--- config.mk ---
export PLATFORM = sky130hd
export DESIGN_NAME = alu_station
export DESIGN_NICKNAME = d
export VERILOG_FILES = /design/src/rtl/alu_station.sv
export SDC_FILE = /design/constraint.sdc
export NUM_CORES = 1
export LEC_CHECK = 0
export BUFFER_PORTS_ARGS = -buffer_cell sky130_fd_sc_hd__buf_2
export CELL_PAD_IN_SITES_DETAIL_PLACEMENT = 1
export CELL_PAD_IN_SITES_GLOBAL_PLACEMENT = 2
export CORE_ASPECT_RATIO = 1.5
export CORE_MARGIN = 3
export CORE_UTILIZATION = 41
export DETAILED_ROUTE_END_ITERATION = 16
export PLACE_DENSITY_LB_ADDON = 0.1
export SYNTH_ARGS = -nofsm -noshare
export SYNTH_HDL_FRONTEND = slang
export SYNTH_SLANG_ARGS = --single-unit
--- constraint.sdc ---
create_clock -name clk -period 8 [get_ports clk]
set_clock_uncertainty 0.1 [all_clocks]
set_input_delay 0.4 -clock clk [delete_from_list [all_inputs] [get_ports clk]]
set_output_delay 0.4 -clock clk [all_outputs]
set_load 0.01 [all_outputs]
--- src/rtl/alu_station.sv ---
// ALU reservation station with integrated single-cycle execute stage.
// Snoops the CDB for pending operand tags and issues the lowest ready entry each cycle.
module alu_station #(
  parameter int                 DATA_W  = 32,
  parameter int                 TAG_W   = 5,
  parameter logic [TAG_W-1:0]   NO_LOCK = 5'b10000,
  parameter int                 RS_N    = 4
) (
  input  logic              clk,
  input  logic              rst,
  input  logic              flush,
  input  logic              disp_valid,
  output logic              disp_ready,
  input  logic [3:0]        disp_op,
  input  logic [DATA_W-1:0] disp_vj,
  input  logic [TAG_W-1:0]  disp_qj,
  input  logic [DATA_W-1:0] disp_vk,
  input  logic [TAG_W-1:0]  disp_qk,
  input  logic [TAG_W-1:0]  disp_dest,
  input  logic [TAG_W-1:0]  cdb_index,
  input  logic [DATA_W-1:0] cdb_result,
  output logic              alu_out_valid,
  output logic [TAG_W-1:0]  alu_out_index,
  output logic [DATA_W-1:0] alu_out_result
);

  localparam int IDX_W = (RS_N > 1) ? $clog2(RS_N) : 1;

  logic [RS_N-1:0]   busy;
  logic [3:0]        op_q   [RS_N];
  logic [DATA_W-1:0] vj_q   [RS_N];
  logic [TAG_W-1:0]  qj_q   [RS_N];
  logic [DATA_W-1:0] vk_q   [RS_N];
  logic [TAG_W-1:0]  qk_q   [RS_N];
  logic [TAG_W-1:0]  dest_q [RS_N];

  logic [RS_N-1:0]   ready;
  logic              full;
  logic              free_found;
  logic [IDX_W-1:0]  free_idx;
  logic              issue_any;
  logic [IDX_W-1:0]  issue_idx;
  logic [DATA_W-1:0] op_a;
  logic [DATA_W-1:0] op_b;
  logic [4:0]        shamt;
  logic [DATA_W-1:0] alu_res;

  // Free-slot and issue selection both look only at registered state.
  always_comb begin
    full       = 1'b1;
    free_found = 1'b0;
    free_idx   = '0;
    issue_any  = 1'b0;
    issue_idx  = '0;
    for (int i = 0; i < RS_N; i++) begin
      ready[i] = busy[i] && (qj_q[i] == NO_LOCK) && (qk_q[i] == NO_LOCK);
      full     = full && busy[i];
      if (!busy[i] && !free_found) begin
        free_found = 1'b1;
        free_idx   = IDX_W'(i);
      end
      if (ready[i] && !issue_any) begin
        issue_any = 1'b1;
        issue_idx = IDX_W'(i);
      end
    end
  end

  assign disp_ready = !full;

  always_comb begin
    op_a  = vj_q[issue_idx];
    op_b  = vk_q[issue_idx];
    shamt = op_b[4:0];
    case (op_q[issue_idx])
      4'd0:    alu_res = op_a + op_b;
      4'd1:    alu_res = op_a - op_b;
      4'd2:    alu_res = op_a & op_b;
      4'd3:    alu_res = op_a | op_b;
      4'd4:    alu_res = op_a ^ op_b;
      4'd5:    alu_res = op_a << shamt;
      4'd6:    alu_res = op_a >> shamt;
      4'd7:    alu_res = $unsigned($signed(op_a) >>> shamt);
      4'd8:    alu_res = {{(DATA_W-1){1'b0}}, ($signed(op_a) < $signed(op_b))};
      4'd9:    alu_res = {{(DATA_W-1){1'b0}}, (op_a < op_b)};
      default: alu_res = '0;
    endcase
  end

  always_ff @(posedge clk) begin
    if (rst || flush) begin
      busy           <= '0;
      alu_out_valid  <= 1'b0;
      alu_out_index  <= NO_LOCK;
      alu_out_result <= '0;
    end else begin
      for (int i = 0; i < RS_N; i++) begin
        if (busy[i] && (cdb_index != NO_LOCK)) begin
          if (qj_q[i] == cdb_index) begin
            vj_q[i] <= cdb_result;
            qj_q[i] <= NO_LOCK;
          end
          if (qk_q[i] == cdb_index) begin
            vk_q[i] <= cdb_result;
            qk_q[i] <= NO_LOCK;
          end
        end
      end

      if (issue_any) begin
        busy[issue_idx] <= 1'b0;
        alu_out_valid   <= 1'b1;
        alu_out_index   <= dest_q[issue_idx];
        alu_out_result  <= alu_res;
      end else begin
        alu_out_valid  <= 1'b0;
        alu_out_index  <= NO_LOCK;
        alu_out_result <= '0;
      end

      // The free slot is never the issuing one, so both writes can coexist.
      if (disp_valid && !full) begin
        busy[free_idx]   <= 1'b1;
        op_q[free_idx]   <= disp_op;
        dest_q[free_idx] <= disp_dest;
        if ((disp_qj != NO_LOCK) && (disp_qj == cdb_index)) begin
          vj_q[free_idx] <= cdb_result;
          qj_q[free_idx] <= NO_LOCK;
        end else begin
          vj_q[free_idx] <= disp_vj;
          qj_q[free_idx] <= disp_qj;
        end
        if ((disp_qk != NO_LOCK) && (disp_qk == cdb_index)) begin
          vk_q[free_idx] <= cdb_result;
          qk_q[free_idx] <= NO_LOCK;
        end else begin
          vk_q[free_idx] <= disp_vk;
          qk_q[free_idx] <= disp_qk;
        end
      end
    end
  end

endmodule
**Word level (Yosys, flattened, before mapping)**

Memory sizes are Yosys's and may differ from the RTL's. A register that Yosys moved wholly into a read port is not among the register bits.
Index checks and enable logic that the tools add are counted.

- Logic and storage cells: 176
- Memories kept: 6
- Bits in registers: 37
- Bits in writable memories: 332

- Magnitude comparators: 6
- Add/subtract/negate cells: 2
- Bitwise logic cells: 11
- Shift operators: 3
- Muxes and demuxes: 77
- Equality and inequality tests: 30
- Reduce and logical (&&, ||, !) cells: 38

Memory list:

| memory | depth | bits a word | rd ports | clocked after memory_dff | wr ports | line | text |
|---|---|---|---|---|---|---|---|
| vj_q | 4 | 32 | 1 | 0 | 5 | 31 | `logic [DATA_W-1:0] vj_q [RS_N];` |
| vk_q | 4 | 32 | 1 | 0 | 5 | 33 | `logic [DATA_W-1:0] vk_q [RS_N];` |
| dest_q | 4 | 5 | 1 | 1 | 1 | 35 | `logic [TAG_W-1:0] dest_q [RS_N];` |
| qj_q | 4 | 5 | 4 | 0 | 5 | 32 | `logic [TAG_W-1:0] qj_q [RS_N];` |
| qk_q | 4 | 5 | 4 | 0 | 5 | 34 | `logic [TAG_W-1:0] qk_q [RS_N];` |
| op_q | 4 | 4 | 1 | 0 | 1 | 30 | `logic [3:0] op_q [RS_N];` |

Operators with widths:

| cell | count |
|---|---|
| 32-bit case mux with 10 select lines | 1 |
| 32-bit < comparator | 2 |
| 32-bit two-way mux | 2 |
| 1-bit two-way mux | 63 |
| 5-bit equality test | 10 |
| 5-bit equality test, second input constant | 8 |
| 32-bit adder | 1 |
| 32-bit bitwise AND | 1 |
| 32-bit OR | 1 |
| 32-bit by 5-bit left shift with 32-bit output | 1 |
| 32-bit by 5-bit >> shifter with 32-bit output | 1 |
| 32-bit by 5-bit >>> shifter with 32-bit output | 1 |
| 32-bit subtractor | 1 |
| 32-bit XOR | 1 |
| 1-bit logical AND | 26 |
| 4-bit by 3-bit equality test with 1-bit output, second input constant | 4 |
| 5-bit != test, second input constant | 3 |
| 4-bit two-way mux | 3 |
| 5-bit two-way mux | 2 |
| 1-bit zero test | 9 |
| 4-bit by 2-bit equality test with 1-bit output, second input constant | 2 |
| 4-bit equality test, second input constant | 2 |
| 2-bit two-way mux | 4 |
| 2-bit by 3-bit < comparator with 1-bit output, second input constant | 2 |
| other kinds (11) | 16 |

**Depth between registers and ports, before layout**

An unclocked memory read counts as a cell.

- Word-level depth: 24
- Mapped depth: 24
- Mapped depth without buffers: 20

**Worst setup path before layout**

Ideal clock, no wire load.

- Path type: in2reg
- Start point: in cdb_index[2]
- End point: mem qj_q[0][0] (enable)
- Arrival: 5223 ps
- Buffers on the path: 1
- Setup slack: 2143 ps
- Data required time: 7366 ps
- Setup time: 534 ps
- Cell stages on the path: 5
- Path through: buf_1 > nor2_1 > a21boi_0 > nand2_1 > o41ai_1

RTL lines:

| what | line | text |
|---|---|---|
| from (decl) | 20 | `input logic [TAG_W-1:0] cdb_index,` |
| to (decl) | 32 |  |

==> results.md <==
- Crit path max-delay family: compound AO/OA/AOI/OAI gates
- Syn_area_per_cell: 10.2 um^2
- Overall via count from detail_route: 22600
- I/O pin cnt: 163
- Number of cells on the critical path: 17
- Post-cts resize count: 0
- Post-synthesis instance total: 2545
- Drt initial violations: 1748
- Origin of the worst setup path: qk_q[1][1]
- Clock Path Buffers: 3
- Transition at the pin with the smallest max-transition slack: 1.33 ns
- Critical path buffer and inverter count: 0
- Kind of path behind the tightest hold check: in2reg
- Root cell of the clock tree: sky130_fd_sc_hd__clkbuf_16
- Depth of the worst register-to-register path: 17
- Count of unresolved DRC violations after routing: 0
- Number of port buffers: 162
- Maximum level of the CTS H-tree: 2
- Crit path required time: 8.33 ns
- Post-route fraction of the period consumed by the critical path: 0.858
- Final critical-path required period: 6.86 ns
- Cell with the most instances on the worst path: sky130_fd_sc_hd__a21oi_1
- R2r endpoint: alu_out_result[22]
- Die extent in y: 314 um
- Final core occ: 0.466
- PnR Total Power: 4680 uW
- Stage delay of the slowest cell on the critical path: 0.77 ns
- Post-Synthesis Net Count: 2768
- Core region area: 62400 um^2
- Std cell rows: 112
- Number of synthesized flops with an enable pin: 332
- Die X-Extent: 211 um
- Number of routed nets with antenna violations: 0
- Upper clock frequency limit: 146 MHz
- Worst-path maximum fanout: 19
- Syn. warnings: 0
- Path type of the worst setup path: reg2reg
- Routed wire length: 120000 um
- Full die area: 66200 um^2
- Router iterations before antenna repair: 5
- Maximum number of pins on one net before global-route repair: 50
- Last element of the critical path: alu_out_result[22]
- Leakage component of the power: 0.0110 uW
- Clock latency on the worst-skew pair: 0.59 ns
- Data arrival, critical path: 7.20 ns
- Global-route wire length before repair: 171000 um
- Crit-path slowest cell: sky130_fd_sc_hd__a31oi_4
- Buffers inserted by post-CTS timing repair: 0
- Clock slew seen by the registers of the worst setup and hold paths: 0.07 ns
- GR Util All Layers: 0.358
- Post-DR wirelength/cell: 34.4 um
- Post-cts hold buffer count: 9
- Sequential-to-total area share from yosys stat: 0.418
- Proportion of register bits with asynchronous set or reset after synthesis: 0
- VDD IR max: 0.196 mV
- Detailed placement HPWL: 89100 um
- Final-report hold violation count: 0
- Summed negative setup slack over all endpoints: 0 ns
- Number of storage elements in the synthesis netlist: 374
- Count of final setup violators: 0
- CP Launch Type: flip-flop
- Final weighted congestion in routability-driven placement: 1.04
- Total power density per cell area: 161 nW/um^2
- Number of distinct library cells after synthesis: 98
- Number of global-route vias before repair: 23500
- Antenna violations before repair: 11
- Final worst hold slack: 0.0706 ns
- Initial Utilization: 0.415
- Final number of max-transition violations: 0
- Result of the run: finished, final reports clean
- Total overflow reported by the global router: 0
- Detail-routed via count per cell: 6.47
- Maxcap violations: 0
- Layout Area Growth over Synthesis: 12.3%
- CTS buffer count: 39
- Share of cells above drive strength 1: 0.248
- Critical register-to-register path startpoint: qk_q[1][1]
- CP Capture Type: flip-flop
- Final #Nets: 2886
- Max_slew headroom: 0.0855
- Cell chain of the critical path: nor3_1 -> nand3_2 -> a31oi_4 -> nor2_1 -> nor4_1 -> ha_1 -> a21oi_1 -> o311ai_1 -> a21oi_1 -> o311ai_0 -> a221o_1 -> a41oi_1 -> nand2b_1 -> a21oi_1 -> xnor2_1 -> a22oi_1 -> a31oi_1
- Cell area after synthesis: 25900 um^2
- Sink count of the clock tree: 374
- R2R setup slack: 1.14 ns
- TritonCTS clock tree: yes
- Most used flip-flop cell after synthesis: sky130_fd_sc_hd__edfxtp_1
- Setup repair after global routing missed its margin: no
-- layer usage --
layer	global-route usage	vias up	part of all wire
li1	-	9838	-
met3	0.0594	322	0.051
met4	0.264	6	0.089
met5	0	-	0.00030
met2	0.613	902	0.49
met1	0.399	11600	0.37
-- stage by stage --
| step | cells | instance area [um^2] | setup slack, ns |
|---|---|---|---|
| floorplan | 2545 | 25900 | 2.14 |
| global placement | 3409 | 27600 | 1.36 |
| detailed placement | 3409 | 27600 | 1.21 |
| CTS | 3489 | 29000 | 1.14 |
| global route | 3491 | 29100 | 0.817 |
| finish | 3498 | 29100 | 1.14 |
-- worst min-delay path by stage --
| stage | start | to | slack [ns] | cells past startpoint |
|---|---|---|---|---|
| 4_1_cts | disp_vk[21] | vk_q[3][21] | 0.04 | 2 |
| 3_5_place_dp | dest_q[1][4] | alu_out_index[4] | 0.36 | 2 |
| 6_report | disp_vk[26] | vk_q[3][26] | 0.07 | 2 |
| 5_1_grt | disp_vk[30] | vk_q[1][30] | 0.06 | 2 |
| 2_1_floorplan | dest_q[1][4] | alu_out_index[4] | 0.32 | 2 |
| 3_3_place_gp | dest_q[1][4] | alu_out_index[4] | 0.33 | 2 |
-- layout make-up --
cell class	instances	area (um^2)
repair buffers	246	1460
diodes	7	17.5
clock inverters	21	284
well taps	798	998
fillers	6917	33300
multi-input cells	1900	14100
flip-flops and latches	374	10800
clock buffers	50	1070
inverters	102	385
-- where the power goes --
group          switching [uW]  leakage (uW)  internal (uW)
Combinational             385       0.00696            204
Clock                     832      0.000655           1120
Sequential               6.22       0.00336           2140
Total                    1220        0.0110           3460
-- state kept, by name (all words and copies together) (netlist names) --
| signal | flops |
|---|---|
| dest_q | 20 |
| busy | 4 |
| alu_out_index | 5 |
| op_q | 16 |
| vj_q | 128 |
| qk_q | 20 |
| qj_q | 20 |
| alu_out_result | 32 |
| alu_out_valid | 1 |
| vk_q | 128 |
-- kinds of logic after synthesis --
kind of cell,synth area share
AND/OR/NAND/NOR,0.138
AO/OA/AOI/OAI,0.159
flip-flops,0.418
buffers and inverters,0.0462
multiplexers,0.169
adder cells (fa/ha/maj),0.0484
XOR/XNOR,0.0223
-- cells in the mapped netlist, types with 6 or more instances --
| cell | number | area (um^2) |
|---|---|---|
| sky130_fd_sc_hd__o31ai_1 | 14 | 105 |
| sky130_fd_sc_hd__a21oi_1 | 132 | 661 |
| sky130_fd_sc_hd__nor2_1 | 290 | 1090 |
| sky130_fd_sc_hd__buf_1 | 11 | 41.3 |
| sky130_fd_sc_hd__o21ai_1 | 6 | 30.0 |
| sky130_fd_sc_hd__and2_1 | 21 | 131 |
| sky130_fd_sc_hd__o21a_1 | 7 | 52.6 |
| sky130_fd_sc_hd__buf_4 | 15 | 113 |
| sky130_fd_sc_hd__a221o_1 | 10 | 100 |
| sky130_fd_sc_hd__o211ai_1 | 23 | 173 |
| sky130_fd_sc_hd__mux2_2 | 270 | 3040 |
| sky130_fd_sc_hd__a221oi_1 | 23 | 201 |
| sky130_fd_sc_hd__ha_1 | 97 | 1210 |
| sky130_fd_sc_hd__nand2b_1 | 10 | 62.6 |
| sky130_fd_sc_hd__inv_1 | 97 | 364 |
| sky130_fd_sc_hd__o41ai_1 | 9 | 78.8 |
| sky130_fd_sc_hd__a21o_1 | 13 | 97.6 |
| sky130_fd_sc_hd__or2_2 | 9 | 56.3 |
| sky130_fd_sc_hd__o2bb2ai_1 | 7 | 61.3 |
| sky130_fd_sc_hd__a211oi_1 | 30 | 225 |
| sky130_fd_sc_hd__edfxtp_1 | 332 | 9970 |
| sky130_fd_sc_hd__nor2b_1 | 13 | 81.3 |
| sky130_fd_sc_hd__nor3_1 | 77 | 385 |
| sky130_fd_sc_hd__and3_1 | 10 | 62.6 |
| sky130_fd_sc_hd__a22oi_1 | 14 | 105 |
| sky130_fd_sc_hd__nor4_1 | 35 | 219 |
| sky130_fd_sc_hd__or3_1 | 13 | 81.3 |
| sky130_fd_sc_hd__dfxtp_1 | 42 | 841 |
| sky130_fd_sc_hd__o21ai_0 | 99 | 495 |
| sky130_fd_sc_hd__o221a_2 | 36 | 405 |
| sky130_fd_sc_hd__o21bai_1 | 15 | 113 |
| sky130_fd_sc_hd__nand4_1 | 12 | 75.1 |
| sky130_fd_sc_hd__o221ai_1 | 15 | 131 |
| sky130_fd_sc_hd__a31oi_1 | 29 | 181 |
| sky130_fd_sc_hd__buf_6 | 8 | 90.1 |
| sky130_fd_sc_hd__o2111ai_1 | 6 | 52.6 |
| sky130_fd_sc_hd__mux2i_1 | 130 | 1300 |
| sky130_fd_sc_hd__xor2_1 | 22 | 193 |
| sky130_fd_sc_hd__xnor2_1 | 44 | 385 |
| sky130_fd_sc_hd__buf_2 | 48 | 240 |
| sky130_fd_sc_hd__o22ai_1 | 23 | 144 |
| sky130_fd_sc_hd__nand3_1 | 57 | 285 |
| sky130_fd_sc_hd__nand2_1 | 168 | 631 |
| sky130_fd_sc_hd__clkbuf_1 | 87 | 327 |
-- placed cells by master (no fill, tap or decap), types with 10 or more instances in the layout --
cell type and n:
sky130_fd_sc_hd__edfxtp_1 332, sky130_fd_sc_hd__nor2_1 286, sky130_fd_sc_hd__mux2_2 270, sky130_fd_sc_hd__nand2_1 163, sky130_fd_sc_hd__buf_2 162, sky130_fd_sc_hd__a21oi_1 132, sky130_fd_sc_hd__mux2i_1 130, sky130_fd_sc_hd__o21ai_0 99
sky130_fd_sc_hd__inv_1 97, sky130_fd_sc_hd__ha_1 97, sky130_fd_sc_hd__nor3_1 76, sky130_fd_sc_hd__buf_4 73, sky130_fd_sc_hd__nand3_1 54, sky130_fd_sc_hd__xnor2_1 44, sky130_fd_sc_hd__dfxtp_1 42, sky130_fd_sc_hd__clkbuf_16 39
sky130_fd_sc_hd__o221a_2 36, sky130_fd_sc_hd__nor4_1 35, sky130_fd_sc_hd__a31oi_1 29, sky130_fd_sc_hd__a211oi_1 29, sky130_fd_sc_hd__o211ai_1 23, sky130_fd_sc_hd__o22ai_1 23, sky130_fd_sc_hd__xor2_1 22, sky130_fd_sc_hd__a221oi_1 22
sky130_fd_sc_hd__and2_1 21, sky130_fd_sc_hd__o221ai_1 15, sky130_fd_sc_hd__o21bai_1 15, sky130_fd_sc_hd__a22oi_1 14, sky130_fd_sc_hd__o31ai_1 14, sky130_fd_sc_hd__nor2b_1 13, sky130_fd_sc_hd__a21o_1 13, sky130_fd_sc_hd__or3_1 13
sky130_fd_sc_hd__nand4_1 12, sky130_fd_sc_hd__a221o_1 10, sky130_fd_sc_hd__nand2b_1 10
Note: power is estimated with default switching activity, not from simulation.
